File: config.mk
export PLATFORM = sky130hd
export DESIGN_NAME = vga_fb_arbiter_flat
export DESIGN_NICKNAME = d
export VERILOG_FILES = /design/src/rtl/vga_pkg.sv /design/src/rtl/vga_fb_arbiter_if.sv /design/src/rtl/vga_timing.sv /design/src/rtl/vga_fb_arbiter.sv /design/src/flat_wrapper.sv
export SDC_FILE = /design/constraint.sdc
export NUM_CORES = 1
export LEC_CHECK = 0
export CORE_MARGIN = 5
export CORE_UTILIZATION = 30
export CTS_BUF_LIST = sky130_fd_sc_hd__clkbuf_16
export DETAILED_ROUTE_END_ITERATION = 8
export PLACE_DENSITY = 0.47
export SLEW_MARGIN = 20
export SYNTH_ARGS = -nofsm -noshare
export SYNTH_HDL_FRONTEND = slang
export SYNTH_HIERARCHICAL = 1
export SYNTH_SLANG_ARGS = --single-unit
export TNS_END_PERCENT = 5
File: constraint.sdc
create_clock -name clk_vga -period 7 [get_ports clk_vga]
set_clock_uncertainty 0.15 [all_clocks]
set_input_delay 1.05 -clock clk_vga [delete_from_list [all_inputs] [get_ports clk_vga]]
set_output_delay 1.05 -clock clk_vga [all_outputs]
set_load 0.02 [all_outputs]
File: src/rtl/vga_pkg.sv
// Shared VGA timing constants, framebuffer geometry and the
// per-cycle RAM port grant encoding.
package vga_pkg;

  localparam int H_SYNC  = 80;
  localparam int H_BACK  = 160;
  localparam int H_ACT   = 800;
  localparam int H_TOTAL = 1056;

  localparam int V_SYNC  = 3;
  localparam int V_BACK  = 21;
  localparam int V_ACT   = 600;
  localparam int V_TOTAL = 625;

  localparam int CELL = 8;
  localparam int COLS = 100;
  localparam int ROWS = 75;
  localparam int AW   = 13;

  typedef enum logic [1:0] {
    IDLE,
    VID,
    WR
  } grant_e;

endpackage

File: src/rtl/vga_fb_arbiter_if.sv
// Writer request channel plus the single framebuffer RAM port.
// The arbiter is the slave of the writer and drives the RAM.
interface vga_fb_arbiter_if;
  import vga_pkg::*;

  logic          wr_req;
  logic [AW-1:0] wr_addr;
  logic [2:0]    wr_data;
  logic          wr_ack;
  logic          wr_err;

  logic          mem_en;
  logic          mem_we;
  logic [AW-1:0] mem_addr;
  logic [2:0]    mem_wdata;
  logic [2:0]    mem_rdata;

  modport slave (
    input  wr_req, wr_addr, wr_data,
    output wr_ack, wr_err,
    output mem_en, mem_we, mem_addr, mem_wdata,
    input  mem_rdata
  );

  modport master (
    output wr_req, wr_addr, wr_data,
    input  wr_ack, wr_err,
    input  mem_en, mem_we, mem_addr, mem_wdata,
    output mem_rdata
  );

endinterface

File: src/rtl/vga_timing.sv
// Free-running x/y raster counters with sync and active-window flags.
module vga_timing #(
  parameter int H_SYNC  = vga_pkg::H_SYNC,
  parameter int H_BACK  = vga_pkg::H_BACK,
  parameter int H_ACT   = vga_pkg::H_ACT,
  parameter int H_TOTAL = vga_pkg::H_TOTAL,
  parameter int V_SYNC  = vga_pkg::V_SYNC,
  parameter int V_BACK  = vga_pkg::V_BACK,
  parameter int V_ACT   = vga_pkg::V_ACT,
  parameter int V_TOTAL = vga_pkg::V_TOTAL,
  parameter int XW      = $clog2(H_TOTAL),
  parameter int YW      = $clog2(V_TOTAL)
) (
  input  logic          clk_vga,
  input  logic          rst,
  output logic [XW-1:0] x,
  output logic [YW-1:0] y,
  output logic          hsync,
  output logic          vsync,
  output logic          active
);

  localparam int XS = H_SYNC + H_BACK;
  localparam int YS = V_SYNC + V_BACK;

  logic [XW-1:0] x_d, x_q;
  logic [YW-1:0] y_d, y_q;
  logic          x_end, y_end;

  always_comb begin
    x_end = (x_q == XW'(H_TOTAL - 1));
    y_end = (y_q == YW'(V_TOTAL - 1));
    x_d   = x_end ? '0 : x_q + XW'(1);
    y_d   = y_q;
    if (x_end) begin
      y_d = y_end ? '0 : y_q + YW'(1);
    end
  end

  always_ff @(posedge clk_vga) begin
    if (rst) begin
      x_q <= '0;
      y_q <= '0;
    end else begin
      x_q <= x_d;
      y_q <= y_d;
    end
  end

  assign x      = x_q;
  assign y      = y_q;
  assign hsync  = (x_q >= XW'(H_SYNC));
  assign vsync  = (y_q >= YW'(V_SYNC));
  assign active = (x_q >= XW'(XS)) && (x_q < XW'(XS + H_ACT)) &&
                  (y_q >= YW'(YS)) && (y_q < YW'(YS + V_ACT));

endmodule

File: src/rtl/vga_fb_arbiter.sv
// Framebuffer arbiter: one RAM port shared between scan-out reads,
// which always win, and single-cycle writer requests.
module vga_fb_arbiter #(
  parameter int H_SYNC  = vga_pkg::H_SYNC,
  parameter int H_BACK  = vga_pkg::H_BACK,
  parameter int H_ACT   = vga_pkg::H_ACT,
  parameter int H_TOTAL = vga_pkg::H_TOTAL,
  parameter int V_SYNC  = vga_pkg::V_SYNC,
  parameter int V_BACK  = vga_pkg::V_BACK,
  parameter int V_ACT   = vga_pkg::V_ACT,
  parameter int V_TOTAL = vga_pkg::V_TOTAL,
  parameter int CELL    = vga_pkg::CELL,
  parameter int COLS    = vga_pkg::COLS,
  parameter int ROWS    = vga_pkg::ROWS,
  parameter int AW      = vga_pkg::AW
) (
  input  logic            clk_vga,
  input  logic            rst,
  vga_fb_arbiter_if.slave bus,
  output logic            hsync,
  output logic            vsync,
  output logic [3:0]      vgared,
  output logic [3:0]      vgagreen,
  output logic [3:0]      vgablue
);
  import vga_pkg::*;

  localparam int XW    = $clog2(H_TOTAL);
  localparam int YW    = $clog2(V_TOTAL);
  localparam int XS    = H_SYNC + H_BACK;
  localparam int YS    = V_SYNC + V_BACK;
  localparam int SH    = $clog2(CELL);
  localparam int SPAN  = COLS * CELL;
  localparam int CELLS = COLS * ROWS;

  logic [XW-1:0] x, xo;
  logic [YW-1:0] y, yo;
  logic          t_hs, t_vs, active, show;
  logic          y_act, slot, in_range;
  logic [AW-1:0] vid_addr, addr_d, addr_q;
  logic [2:0]    wdata_d, wdata_q, pix_d, pix_q;
  logic          vid_d, vid_q;
  logic          mem_en, mem_we, wr_ack, wr_err;
  grant_e        grant;

  vga_timing #(
    .H_SYNC (H_SYNC),
    .H_BACK (H_BACK),
    .H_ACT  (H_ACT),
    .H_TOTAL(H_TOTAL),
    .V_SYNC (V_SYNC),
    .V_BACK (V_BACK),
    .V_ACT  (V_ACT),
    .V_TOTAL(V_TOTAL),
    .XW     (XW),
    .YW     (YW)
  ) u_timing (
    .clk_vga(clk_vga),
    .rst    (rst),
    .x      (x),
    .y      (y),
    .hsync  (t_hs),
    .vsync  (t_vs),
    .active (active)
  );

  // Fetch cell n two cycles ahead so it lands in pix_q on time.
  always_comb begin
    xo    = x - XW'(XS - 2);
    yo    = y - YW'(YS);
    y_act = (y >= YW'(YS)) && (y < YW'(YS + V_ACT));
    slot  = y_act && (x >= XW'(XS - 2)) &&
            (xo < XW'(SPAN)) && (xo[SH-1:0] == '0);
    vid_addr = AW'(yo >> SH) * AW'(COLS) + AW'(xo >> SH);
  end

  always_comb begin
    grant = IDLE;
    if (rst) begin
      grant = IDLE;
    end else if (slot) begin
      grant = VID;
    end else if (bus.wr_req) begin
      grant = WR;
    end
  end

  always_comb begin
    addr_d   = addr_q;
    wdata_d  = wdata_q;
    mem_en   = 1'b0;
    mem_we   = 1'b0;
    wr_ack   = 1'b0;
    wr_err   = 1'b0;
    in_range = (bus.wr_addr < AW'(CELLS));
    unique case (grant)
      VID: begin
        mem_en = 1'b1;
        addr_d = vid_addr;
      end
      WR: begin
        wr_ack = 1'b1;
        if (in_range) begin
          mem_en  = 1'b1;
          mem_we  = 1'b1;
          addr_d  = bus.wr_addr;
          wdata_d = bus.wr_data;
        end else begin
          wr_err = 1'b1;
        end
      end
      default: ;
    endcase
    if (rst) begin
      addr_d  = '0;
      wdata_d = '0;
    end
  end

  always_comb begin
    vid_d = (grant == VID);
    pix_d = vid_q ? bus.mem_rdata : pix_q;
  end

  always_ff @(posedge clk_vga) begin
    if (rst) begin
      addr_q  <= '0;
      wdata_q <= '0;
      pix_q   <= '0;
      vid_q   <= 1'b0;
    end else begin
      addr_q  <= addr_d;
      wdata_q <= wdata_d;
      pix_q   <= pix_d;
      vid_q   <= vid_d;
    end
  end

  assign bus.mem_en    = mem_en;
  assign bus.mem_we    = mem_we;
  assign bus.mem_addr  = addr_d;
  assign bus.mem_wdata = wdata_d;
  assign bus.wr_ack    = wr_ack;
  assign bus.wr_err    = wr_err;

  assign show     = active & ~rst;
  assign hsync    = t_hs & ~rst;
  assign vsync    = t_vs & ~rst;
  assign vgared   = {4{show & pix_q[2]}};
  assign vgagreen = {4{show & pix_q[1]}};
  assign vgablue  = {4{show & pix_q[0]}};

endmodule
File: src/flat_wrapper.sv
// flat-port wrapper written by rule: the top's interface ports become plain ports
module vga_fb_arbiter_flat import vga_pkg::*;
#(
  parameter int H_SYNC  = vga_pkg::H_SYNC,
  parameter int H_BACK  = vga_pkg::H_BACK,
  parameter int H_ACT   = vga_pkg::H_ACT,
  parameter int H_TOTAL = vga_pkg::H_TOTAL,
  parameter int V_SYNC  = vga_pkg::V_SYNC,
  parameter int V_BACK  = vga_pkg::V_BACK,
  parameter int V_ACT   = vga_pkg::V_ACT,
  parameter int V_TOTAL = vga_pkg::V_TOTAL,
  parameter int CELL    = vga_pkg::CELL,
  parameter int COLS    = vga_pkg::COLS,
  parameter int ROWS    = vga_pkg::ROWS,
  parameter int AW      = vga_pkg::AW
)
  (clk_vga, rst, hsync, vsync, vgared, vgagreen, vgablue, bus_wr_req, bus_wr_addr, bus_wr_data, bus_wr_ack, bus_wr_err, bus_mem_en, bus_mem_we, bus_mem_addr, bus_mem_wdata, bus_mem_rdata);
  vga_fb_arbiter_if bus_i ();
  input  logic clk_vga;
  input  logic rst;
  output logic hsync;
  output logic vsync;
  output logic [3:0] vgared;
  output logic [3:0] vgagreen;
  output logic [3:0] vgablue;
  input wire logic [$bits(bus_i.wr_req)-1:0] bus_wr_req;
  input wire logic [$bits(bus_i.wr_addr)-1:0] bus_wr_addr;
  input wire logic [$bits(bus_i.wr_data)-1:0] bus_wr_data;
  output wire logic [$bits(bus_i.wr_ack)-1:0] bus_wr_ack;
  output wire logic [$bits(bus_i.wr_err)-1:0] bus_wr_err;
  output wire logic [$bits(bus_i.mem_en)-1:0] bus_mem_en;
  output wire logic [$bits(bus_i.mem_we)-1:0] bus_mem_we;
  output wire logic [$bits(bus_i.mem_addr)-1:0] bus_mem_addr;
  output wire logic [$bits(bus_i.mem_wdata)-1:0] bus_mem_wdata;
  input wire logic [$bits(bus_i.mem_rdata)-1:0] bus_mem_rdata;
  assign bus_i.wr_req = bus_wr_req;
  assign bus_i.wr_addr = bus_wr_addr;
  assign bus_i.wr_data = bus_wr_data;
  assign bus_wr_ack = bus_i.wr_ack;
  assign bus_wr_err = bus_i.wr_err;
  assign bus_mem_en = bus_i.mem_en;
  assign bus_mem_we = bus_i.mem_we;
  assign bus_mem_addr = bus_i.mem_addr;
  assign bus_mem_wdata = bus_i.mem_wdata;
  assign bus_i.mem_rdata = bus_mem_rdata;
  vga_fb_arbiter #(.H_SYNC(H_SYNC), .H_BACK(H_BACK), .H_ACT(H_ACT), .H_TOTAL(H_TOTAL), .V_SYNC(V_SYNC), .V_BACK(V_BACK), .V_ACT(V_ACT), .V_TOTAL(V_TOTAL), .CELL(CELL), .COLS(COLS), .ROWS(ROWS), .AW(AW)) u_core (.clk_vga(clk_vga), .rst(rst), .bus(bus_i), .hsync(hsync), .vsync(vsync), .vgared(vgared), .vgagreen(vgagreen), .vgablue(vgablue));
endmodule
==> results.ini <==
[run_status]
run_status=complete, no violations

[grt]
globalRouteOverflowTotal=0
initial_antenna_violation_count=0
first_global_vias=3122
grt_util_all_layers_pct=12.95
grt_max_degree=47
global_route_wire_length_before_repair_um=15560

[setup_path]
cp_slowest_stage_delay_ns=0.65
crit_path_max_fanout=9
end_kind=primary output
timing.critical_path.required_ns=5.80
path_class=flip-flop to primary output
critical_path.cell_chain=inv_1, ha_1, inv_1, ha_1, ha_1, ha_1, inv_1, fa_1, inv_1, ha_1, o21a_1, o31a_1, o211ai_2, or3b_1, a41oi_1, clkdlybuf4s50_1
critical-path-top-cell-by-count=sky130_fd_sc_hd__ha_1
critical-path-slowest-cell=sky130_fd_sc_hd__clkdlybuf4s50_1
timing.critical_path.buf_inv=5
critPathArrivalTime_ns=4.94
setup.worst_path.start_class=flip-flop
timing.critical_path.max_delay_family=adder cells
setup_slack_of_the_worst_register_to_register_path_ns=2.78

[sta]
report.final.setup_viol=0
relSlewSlack_pct=62.62
fin_hold_ws_ns=0.3395
period_minus_slack_ns=6.144
worst_pin_slew_ns=0.5586
max_clock_freq_mhz=162.8
setup-tns-final_ns=0
setup_ws_ns=0.8557
slew_violations=0
finalHoldViolations=0
setup_repair_after_global_routing_missed_its_margin=false
fin_crit_sh_pct=87.78

[detailed_routing]
first_pass_iters=4
drc=0
vias_per_cell=5.227
route.vias.total=3194
post_drt_wl_per_cell_um=14.97
drtAntennaViolNets=0
drt-initial-drc-count=94
postRouteWirelength_um=9148

[clocking]
clk_latency_ns=0.28
cts_inserted_buffers=5
clock_sinks=41
bufs_on_longest_clock_path=2
quantity_of_gates_resized_following_cts=0
cts-root-buf=sky130_fd_sc_hd__clkbuf_16
post_cts_hold_buffers=0
worst_setup_hold_path_clk_slew_ns=0.07
clock_tree_from_tritoncts=yes
postCtsSetupRepairBufs=0
cts_htree_levels=2

[cells_and_area]
diodes=0
layout-drive-gt1-share_pct=3.846
final_core_util_pct=37.20
ff_latch_area_um2=820.8
num-nets-final=529
multi_input_comb_area_um2=2415
finish.cell_count_without_fillers=611
most_frequent_cells_in_the_layout=sky130_fd_sc_hd__clkdlybuf4s50_1, sky130_fd_sc_hd__nor2_1, sky130_fd_sc_hd__dfxtp_1, sky130_fd_sc_hd__ha_1, sky130_fd_sc_hd__inv_1
synthToLayoutAreaGrowth_pct=22.07
final_area_um2=4229
fillerInstances=1195

[placed_design]
place.detailed.hpwl_um=7072
port-buffer-count=55
gp_congestion=0.8088
pre_cts_slack_ns=1.108
post_dp_cell_area_um2=4066
dp_cells=603

[synthesis]
synth_seq_cells=41
postSynthCellCount=427
post-synth-top-area-fraction_pct=23.69
synthArstFlopShare_pct=0
post_synthesis_cell_area_um2=3465
synth.top_cells.by_area=sky130_fd_sc_hd__dfxtp_1, sky130_fd_sc_hd__ha_1, sky130_fd_sc_hd__nor2_1, sky130_fd_sc_hd__xnor2_1, sky130_fd_sc_hd__xor2_1
synth_edf_count=0
share_of_synthesized_area_occupied_by_flip_flops_and_latches_pct=23.69
netlist-cell-type-count=65
yosys_warnings=6
synthesis.nets=489
dominantRegCellSynth=sky130_fd_sc_hd__dfxtp_1
postSynthAreaPerCell_um2=8.114
synth_area_leader_cell=sky130_fd_sc_hd__dfxtp_1

[pwr]
seq_power_share_pct=36.0
clockPowerShare_pct=38.2
combinationalPowerShare_pct=25.8
total_power_uw=675.7
power_switching_share_pct=28.19
intPower_uw=485.2
power_per_cell_area_nw_per_um2=159.8
leakagePower_nw=1.558
largest_voltage_drop_on_the_vdd_net_mv=0.08421
power.switching_uw=190.5

[floorplan]
fp.dieH_um=117.5
start_util_pct=30.47
core_um2=11370
floorplan.die.width_um=117.5
fp-row-count=39
die-area_um2=13800
top_level_pins=56

[run]
timing.max_cap.violations=0

[worst_hold_path]
worstHoldPathType=flip-flop to flip-flop

[registers in the layout, summed over array words and instances (netlist names)]
register	count
u_core/pix_q	3
u_core/u_timing/y	10
u_core/vid_q	1
u_core/u_timing/x	11
u_core/wdata_q	3
u_core/addr_q	13
[layer usage]
| layer | GRT usage, % | wire (um) | up-vias |
|---|---|---|---|
| met5 | 0 | 0 | - |
| met4 | 1.935 | 61 | 0 |
| met3 | 2.355 | 324 | 4 |
| met2 | 21.68 | 4206 | 66 |
| met1 | 17.74 | 4555 | 1498 |
| li1 | - | - | 1626 |
[path summary, 6_finish.rpt]
kind                                            from           endpoint  depth (start not counted)
worst max-delay path            u_core/u_timing/y[3]   bus_mem_addr[11]                         16
worst min register to register       u_core/pix_q[1]    u_core/pix_q[1]                          2
worst max register to register  u_core/u_timing/y[3]  u_core/addr_q[11]                         15
worst min-delay path                 u_core/pix_q[1]    u_core/pix_q[1]                          2
[cells by family after synthesis]
family | share of synthesized area, %
xor+xnor | 8.342
fa+ha+maj | 15.10
compound gates | 20.98
buf+inv | 6.609
simple gates | 23.55
flops | 23.69
mux | 1.734
[worst reg2reg max path: stages, from the launching register on]
cell and delay (ns):
sky130_fd_sc_hd__dfxtp_1 0.50, sky130_fd_sc_hd__inv_1 0.16, sky130_fd_sc_hd__ha_1 0.34, sky130_fd_sc_hd__inv_1 0.16, sky130_fd_sc_hd__ha_1 0.26, sky130_fd_sc_hd__ha_1 0.29
sky130_fd_sc_hd__ha_1 0.32, sky130_fd_sc_hd__inv_1 0.07, sky130_fd_sc_hd__fa_1 0.53, sky130_fd_sc_hd__inv_1 0.04, sky130_fd_sc_hd__ha_1 0.30, sky130_fd_sc_hd__o21a_1 0.12
sky130_fd_sc_hd__o31a_1 0.20, sky130_fd_sc_hd__o211ai_2 0.10, sky130_fd_sc_hd__or3b_1 0.39, sky130_fd_sc_hd__a41oi_1 0.21
[layout make-up]
class | count | area share, %
clock inverters | 3 | 0.8876
clock buffers | 5 | 2.959
flip-flops and latches | 41 | 19.41
inverters | 25 | 2.219
repair buffers | 56 | 13.20
multi-input cells | 338 | 57.10
well taps | 143 | 4.231
[power groups by stage]
stage	Combinational, mW	Clock, mW	Sequential (mW)
2_1_floorplan	0.128	0	0.247
3_3_place_gp	0.176	0	0.248
3_5_place_dp	0.176	0	0.249
4_1_cts	0.177	0.266	0.243
5_1_grt	0.197	0.276	0.244
6_report	0.174	0.258	0.243
[synth_stat cells (2+ instances only)]
library cell	number
sky130_fd_sc_hd__xor2_1	13
sky130_fd_sc_hd__a211oi_1	4
sky130_fd_sc_hd__and2_1	5
sky130_fd_sc_hd__nand3_1	16
sky130_fd_sc_hd__nand2b_1	5
sky130_fd_sc_hd__o21a_1	2
sky130_fd_sc_hd__or4_4	2
sky130_fd_sc_hd__nor3b_1	4
sky130_fd_sc_hd__o31a_1	3
sky130_fd_sc_hd__nor4_1	4
sky130_fd_sc_hd__nand4_1	8
sky130_fd_sc_hd__a41oi_1	2
sky130_fd_sc_hd__nor4b_1	3
sky130_fd_sc_hd__inv_1	25
sky130_fd_sc_hd__xnor2_1	20
sky130_fd_sc_hd__ha_1	37
sky130_fd_sc_hd__a32o_1	2
sky130_fd_sc_hd__a2bb2oi_1	4
sky130_fd_sc_hd__or3_1	7
sky130_fd_sc_hd__or2_2	2
sky130_fd_sc_hd__o21ai_0	17
sky130_fd_sc_hd__a221oi_1	3
sky130_fd_sc_hd__nor3_1	8
sky130_fd_sc_hd__a22o_1	6
sky130_fd_sc_hd__and3_1	2
sky130_fd_sc_hd__fa_1	3
sky130_fd_sc_hd__a31oi_1	9
sky130_fd_sc_hd__a21oi_1	20
sky130_fd_sc_hd__buf_6	2
sky130_fd_sc_hd__mux2i_1	6
sky130_fd_sc_hd__nor2_1	55
sky130_fd_sc_hd__dfxtp_1	41
sky130_fd_sc_hd__a211o_1	2
sky130_fd_sc_hd__a22oi_1	3
sky130_fd_sc_hd__o21bai_1	2
sky130_fd_sc_hd__nand2_1	16
sky130_fd_sc_hd__a21o_1	3
sky130_fd_sc_hd__clkbuf_1	11
sky130_fd_sc_hd__nor2b_1	9
sky130_fd_sc_hd__a32oi_1	4
sky130_fd_sc_hd__o22ai_1	5
sky130_fd_sc_hd__buf_4	9
Power figures use the tool's default switching activity.
